## src/rtl/dmem_mmio.sv

```systemverilog
// Data memory with memory-mapped cycle counter, compare timer and a 4-deep console FIFO.
// All state updates on the rising edge of clk; reset is synchronous and active-high.
module dmem_mmio (
  input  logic        clk,
  input  logic        reset,
  input  logic        memwrite,
  input  logic [31:0] addr,
  input  logic [31:0] wdata,
  output logic [31:0] rdata,
  output logic [7:0]  console_data,
  output logic        console_valid,
  input  logic        console_ready,
  output logic        timer_irq
);

  localparam logic [31:0] ADDR_CYCLE   = 32'h0000_FF00;
  localparam logic [31:0] ADDR_TCMP    = 32'h0000_FF04;
  localparam logic [31:0] ADDR_STATUS  = 32'h0000_FF08;
  localparam logic [31:0] ADDR_CONSOLE = 32'h0000_FF0C;

  logic [31:0] ram_q [64];
  logic [7:0]  fifo_q [4];

  logic [31:0] cycle_q, cycle_d;
  logic [31:0] tcmp_q, tcmp_d;
  logic        irq_q, irq_d;
  logic        ovf_q, ovf_d;
  logic [1:0]  rd_ptr_q, rd_ptr_d;
  logic [1:0]  wr_ptr_q, wr_ptr_d;
  logic [2:0]  count_q, count_d;

  logic sel_ram, sel_cycle, sel_tcmp, sel_status, sel_console;
  logic ram_we, tcmp_we, status_we, push;
  logic full, empty, pop, accept, drop;
  logic [31:0] status_word;
  logic unused_addr_bits;

  // Word-granular decode; the byte offset never takes part.
  assign sel_ram     = (addr[31:8] == 24'h0);
  assign sel_cycle   = (addr[31:2] == ADDR_CYCLE[31:2]);
  assign sel_tcmp    = (addr[31:2] == ADDR_TCMP[31:2]);
  assign sel_status  = (addr[31:2] == ADDR_STATUS[31:2]);
  assign sel_console = (addr[31:2] == ADDR_CONSOLE[31:2]);
  assign unused_addr_bits = ^addr[1:0];

  assign ram_we    = memwrite && sel_ram     && !reset;
  assign tcmp_we   = memwrite && sel_tcmp    && !reset;
  assign status_we = memwrite && sel_status  && !reset;
  assign push      = memwrite && sel_console && !reset;

  assign full   = (count_q == 3'd4);
  assign empty  = (count_q == 3'd0);
  assign pop    = console_valid && console_ready;
  assign accept = push && (!full || pop);
  assign drop   = push && full && !pop;

  assign console_valid = !empty;
  assign console_data  = fifo_q[rd_ptr_q];
  assign timer_irq     = irq_q;
  assign status_word   = {25'd0, count_q, ovf_q, empty, full, irq_q};

  // NOTE: every output of a combinational block gets a default first, so no path leaves it unassigned and no latch is inferred.
  always_comb begin
    rdata = '0;
    if (sel_ram)         rdata = ram_q[addr[7:2]];
    else if (sel_cycle)  rdata = cycle_q;
    else if (sel_tcmp)   rdata = tcmp_q;
    else if (sel_status) rdata = status_word;
  end

  always_comb begin
    cycle_d  = cycle_q + 32'd1;
    tcmp_d   = tcmp_we ? wdata : tcmp_q;
    irq_d    = irq_q;
    ovf_d    = ovf_q;
    rd_ptr_d = rd_ptr_q + 2'(pop);
    wr_ptr_d = wr_ptr_q + 2'(accept);
    count_d  = count_q + 3'(accept) - 3'(pop);
    // Clears are applied first so a coincident set overrides them.
    if (status_we && wdata[0]) irq_d = 1'b0;
    if (cycle_q == tcmp_q)     irq_d = 1'b1;
    if (status_we && wdata[3]) ovf_d = 1'b0;
    if (drop)                  ovf_d = 1'b1;
  end

  // NOTE: sequential state uses non-blocking assignments so every register samples pre-edge values.
  always_ff @(posedge clk) begin
    if (reset) begin
      cycle_q  <= '0;
      tcmp_q   <= '1;
      irq_q    <= 1'b0;
      ovf_q    <= 1'b0;
      rd_ptr_q <= '0;
      wr_ptr_q <= '0;
      count_q  <= '0;
    end else begin
      cycle_q  <= cycle_d;
      tcmp_q   <= tcmp_d;
      irq_q    <= irq_d;
      ovf_q    <= ovf_d;
      rd_ptr_q <= rd_ptr_d;
      wr_ptr_q <= wr_ptr_d;
      count_q  <= count_d;
    end
  end

  // NOTE: storage arrays have no reset; the write enables are already blocked while reset is high.
  always_ff @(posedge clk) begin
    if (ram_we) ram_q[addr[7:2]] <= wdata;
    if (accept) fifo_q[wr_ptr_q] <= wdata[7:0];
  end

endmodule

```

## config.mk

```make
export PLATFORM = sky130hd
export DESIGN_NAME = dmem_mmio
export DESIGN_NICKNAME = d
export VERILOG_FILES = /design/src/rtl/dmem_mmio.sv
export SDC_FILE = /design/constraint.sdc
export NUM_CORES = 2
export LEC_CHECK = 0
export CORE_UTILIZATION = 25
export DETAILED_ROUTE_END_ITERATION = 16
export PLACE_DENSITY_LB_ADDON = 0.25
export SLEW_MARGIN = 20
export SYNTH_ARGS = -nofsm -noshare
export SYNTH_HDL_FRONTEND = slang
export SYNTH_SLANG_ARGS = --single-unit
export TNS_END_PERCENT = 5
```

## constraint.sdc

```tcl
create_clock -name clk -period 6.4 [get_ports clk]
set_input_delay 1.92 -clock clk [delete_from_list [all_inputs] [get_ports clk]]
set_output_delay 1.92 -clock clk [all_outputs]
set_load 0.05 [all_outputs]
```

==> results.json <==
{
  "outcome": "finished, violations left",
  "violations": "setup timing",
  "leakagePower_uw": 0.0350,
  "first_pass_iters": 9,
  "drc": 0,
  "synth_fa_ha_area_frac": 0.000989,
  "end_kind": "output port",
  "synth.area.top_cells": "edfxtp_1 75%, mux4_2 3.7%, mux2i_1 3.2%",
  "start_util": 0.252,
  "final_area_sq_um": 107000,
  "die_h_um": 580,
  "min_from": "tcmp_q[12]",
  "syn_to_final_growth_pct": 27.9,
  "maxCapViolations": 0,
  "synth-compound-area-share": 0.0854,
  "via_per_inst": 5.22,
  "fin_util": 0.322,
  "clk_latency_ps": 900,
  "htreeDepth": 4,
  "clk_pin_slew_ps": 60,
  "drt_iter0_drc": 8383,
  "syn-cell-area_sq_um": 83500,
  "worstPathArrival_ps": 4940,
  "whs_path_depth": 2,
  "power_density_nw_per_um2": 287,
  "cts_inserted_buffers": 224,
  "antenna_found_initial": 32,
  "required_ps": 4480,
  "gr-total-overflow": 0,
  "numClockSinks": 2153,
  "num_vias": 53400,
  "fp-row-count": 211,
  "fin_crit_ps": 6860,
  "ios": 110,
  "synth-simple-area-share": 0.0350,
  "die_w_um": 580,
  "synth_largest_area_cell": "edfxtp_1",
  "grt_pass1_vias": 50900,
  "slew-limit-headroom": 0.211,
  "synthCells": 4723,
  "syn-num-nets": 4797,
  "setup_slack_ps": -458,
  "path_class": "in -> out",
  "hold_violations": 0,
  "hp-class": "reg -> reg",
  "peakVddDrop_mv": 0.225,
  "finalCritPeriodShare": 1.07,
  "grt_usage": 0.203,
  "die-area_sq_um": 336000,
  "placed_area_sq_um": 97300,
  "reg2regPathDepth": 12,
  "worstReg2RegEnd": "count_q[2]",
  "cp_max_fo": 7,
  "final_common_cell": "edfxtp_1",
  "wl_mm": 351,
  "place_worst_setup_slack_ps": -1300,
  "clockBufferDepth": 3,
  "setup_viol": 32,
  "tritoncts": "done",
  "layout-drive-gt1-share": 0.308,
  "synthDistinctLibCells": 62,
  "dp_hpwl_mm": 225,
  "grt_max_degree": 74,
  "holdWs_ps": 501,
  "cts.root.buffer_cell": "clkbuf_16",
  "fillCellCount": 31900,
  "synth_top_family_by_area": "multiplexers",
  "postRouteAntennaNets": 0,
  "postCtsHoldBufs": 0,
  "fin_skew_ps": 28.2,
  "synthFlopType": "edfxtp_1",
  "ys_async_sr_fraction": 0,
  "synth_seq_cells": 2153,
  "synth_xor_area_frac": 0.00556,
  "netlist.area_leader.share": 0.748,
  "synth_edf_count": 2080,
  "grt_first_pass_wirelength_mm": 464,
  "io_buffers": 107,
  "worstHoldEndpoint": "tcmp_q[12]",
  "rsz0062_at_grt": "true",
  "rr_startpoint": "count_q[1]",
  "most-common-layout-cells": "2080 x edfxtp_1, 724 x buf_4, 263 x mux2i_1, 225 x clkbuf_16, 220 x a221oi_1",
  "avgSynthCellArea_sq_um": 17.7,
  "ys_seq_area_frac": 0.765,
  "fmax_mhz": 146,
  "startpoint_type": "primary input",
  "ff2ff_setup_slack_ps": 3610,
  "drv_slew": 0,
  "gp_congestion": 0.886,
  "yosysWarnings": 0,
  "worstMarginPinSlew_ps": 1180,
  "muxShareOfSynthArea": 0.0904,
  "core_area_sq_um": 331000,
  "nets": 5729,
  "wl_per_cell_um": 34.3
}
==> layout make-up <==
type / instances / area (sq um) / area share
clock buffers: 280 / 5840 / 0.0546
flip-flops and latches: 2153 / 63900 / 0.598
well taps: 4366 / 5460 / 0.0511
multi-input cells: 2237 / 19900 / 0.187
repair buffers: 1030 / 10300 / 0.0966
inverters: 9 / 52.6 / 0.000492
clock inverters: 136 / 1280 / 0.0120
diodes: 7 / 17.5 / 0.000164
==> synthesized netlist by cell type, types with 12 or more instances <==
cell type / number
mux2i_1: 267
or3_1: 17
nand4_1: 19
clkbuf_1: 170
a22o_1: 44
a221oi_1: 262
a22oi_1: 150
nand3_1: 33
mux2_1: 45
buf_4: 14
nor2b_1: 14
nand2_1: 206
edfxtp_1: 2080
nor2_1: 254
o2bb2ai_1: 18
o22ai_1: 120
buf_1: 25
dfxtp_1: 73
xnor2_1: 43
o221ai_1: 22
nor4_1: 19
a221o_1: 49
o21ai_1: 12
nand3b_1: 34
nor3_1: 12
mux4_2: 137
mux2_2: 114
a222oi_1: 12
buf_2: 114
o21ai_0: 125
a21oi_1: 97
==> what timing repair did <==
action                                  4_1_cts  5_1_grt
cloned                                       11        0
pin swaps                                    27       33
buffers inserted                             26       10
endpoints found under the setup margin       32       32
gates resized for setup                     257       94
==> logic make-up (layout without fill, tap and decap cells) <==
| group | Yosys count | in the layout |
|---|---|---|
| and+or+nand+nor | 649 | 649 |
| AOI/OAI and AO/OA | 966 | 966 |
| other | 0 | 7 |
| buffers and inverters | 333 | 1455 |
| muxes | 563 | 563 |
| DFF | 2153 | 2153 |
| adders and majority gates | 6 | 6 |
| xor gates and xnor gates | 53 | 53 |
==> routing by layer <==
layer / vias up / wire, um / global-route usage
li1: 21300 / - / -
met1: 28600 / 143000 / 0.273
met2: 2908 / 162000 / 0.321
met3: 537 / 30900 / 0.0369
met4: 16 / 15100 / 0.0811
met5: - / 93 / 0
==> worst max path at each step <==
| stage | end | slack (ps) | startpoint |
|---|---|---|---|
| finish | rdata[9] | -460 | addr[2] |
| global route | rdata[9] | -440 | addr[2] |
| CTS | rdata[9] | -360 | addr[2] |
| detailed placement | rdata[20] | -1300 | addr[3] |
| global placement | rdata[20] | -1280 | addr[3] |
| floorplan | rdata[3] | 130 | addr[4] |
==> power by group <==
group | switching [uW] | internal (uW) | total (uW)
Clock | 5690 | 7120 | 12800
Combinational | 1540 | 887 | 2430
Sequential | 8.12 | 15400 | 15500
==> through the flow <==
step	TNS [ps]	power, uW	std cells
floorplan	0	16500	4723
CTS	-8050	30800	10200
detailed placement	-23070	18000	9752
finish	-8250	30700	10200
global placement	-23280	17900	9752
global route	-9160	31400	10200
==> critical path: stages <==
cell and delay (ps):
buf_16 120, buf_16 150, buf_8 120, buf_16 140, mux4_2 570, nand2_2 120
o221ai_4 120, a222oi_1 640, buf_4 270, a41o_1 270, o21ai_1 100, buf_4 190
buf_12 150
==> state kept, by name, summed over array words and instances, names as in the netlist <==
| name | count |
|---|---|
| wr_ptr_q | 2 |
| tcmp_q | 32 |
| ovf_q | 1 |
| fifo_q | 32 |
| cycle_q | 32 |
| count_q | 3 |
| rd_ptr_q | 2 |
| timer_irq | 1 |
| ram_q | 2048 |
Power figures use the tool's default switching activity.
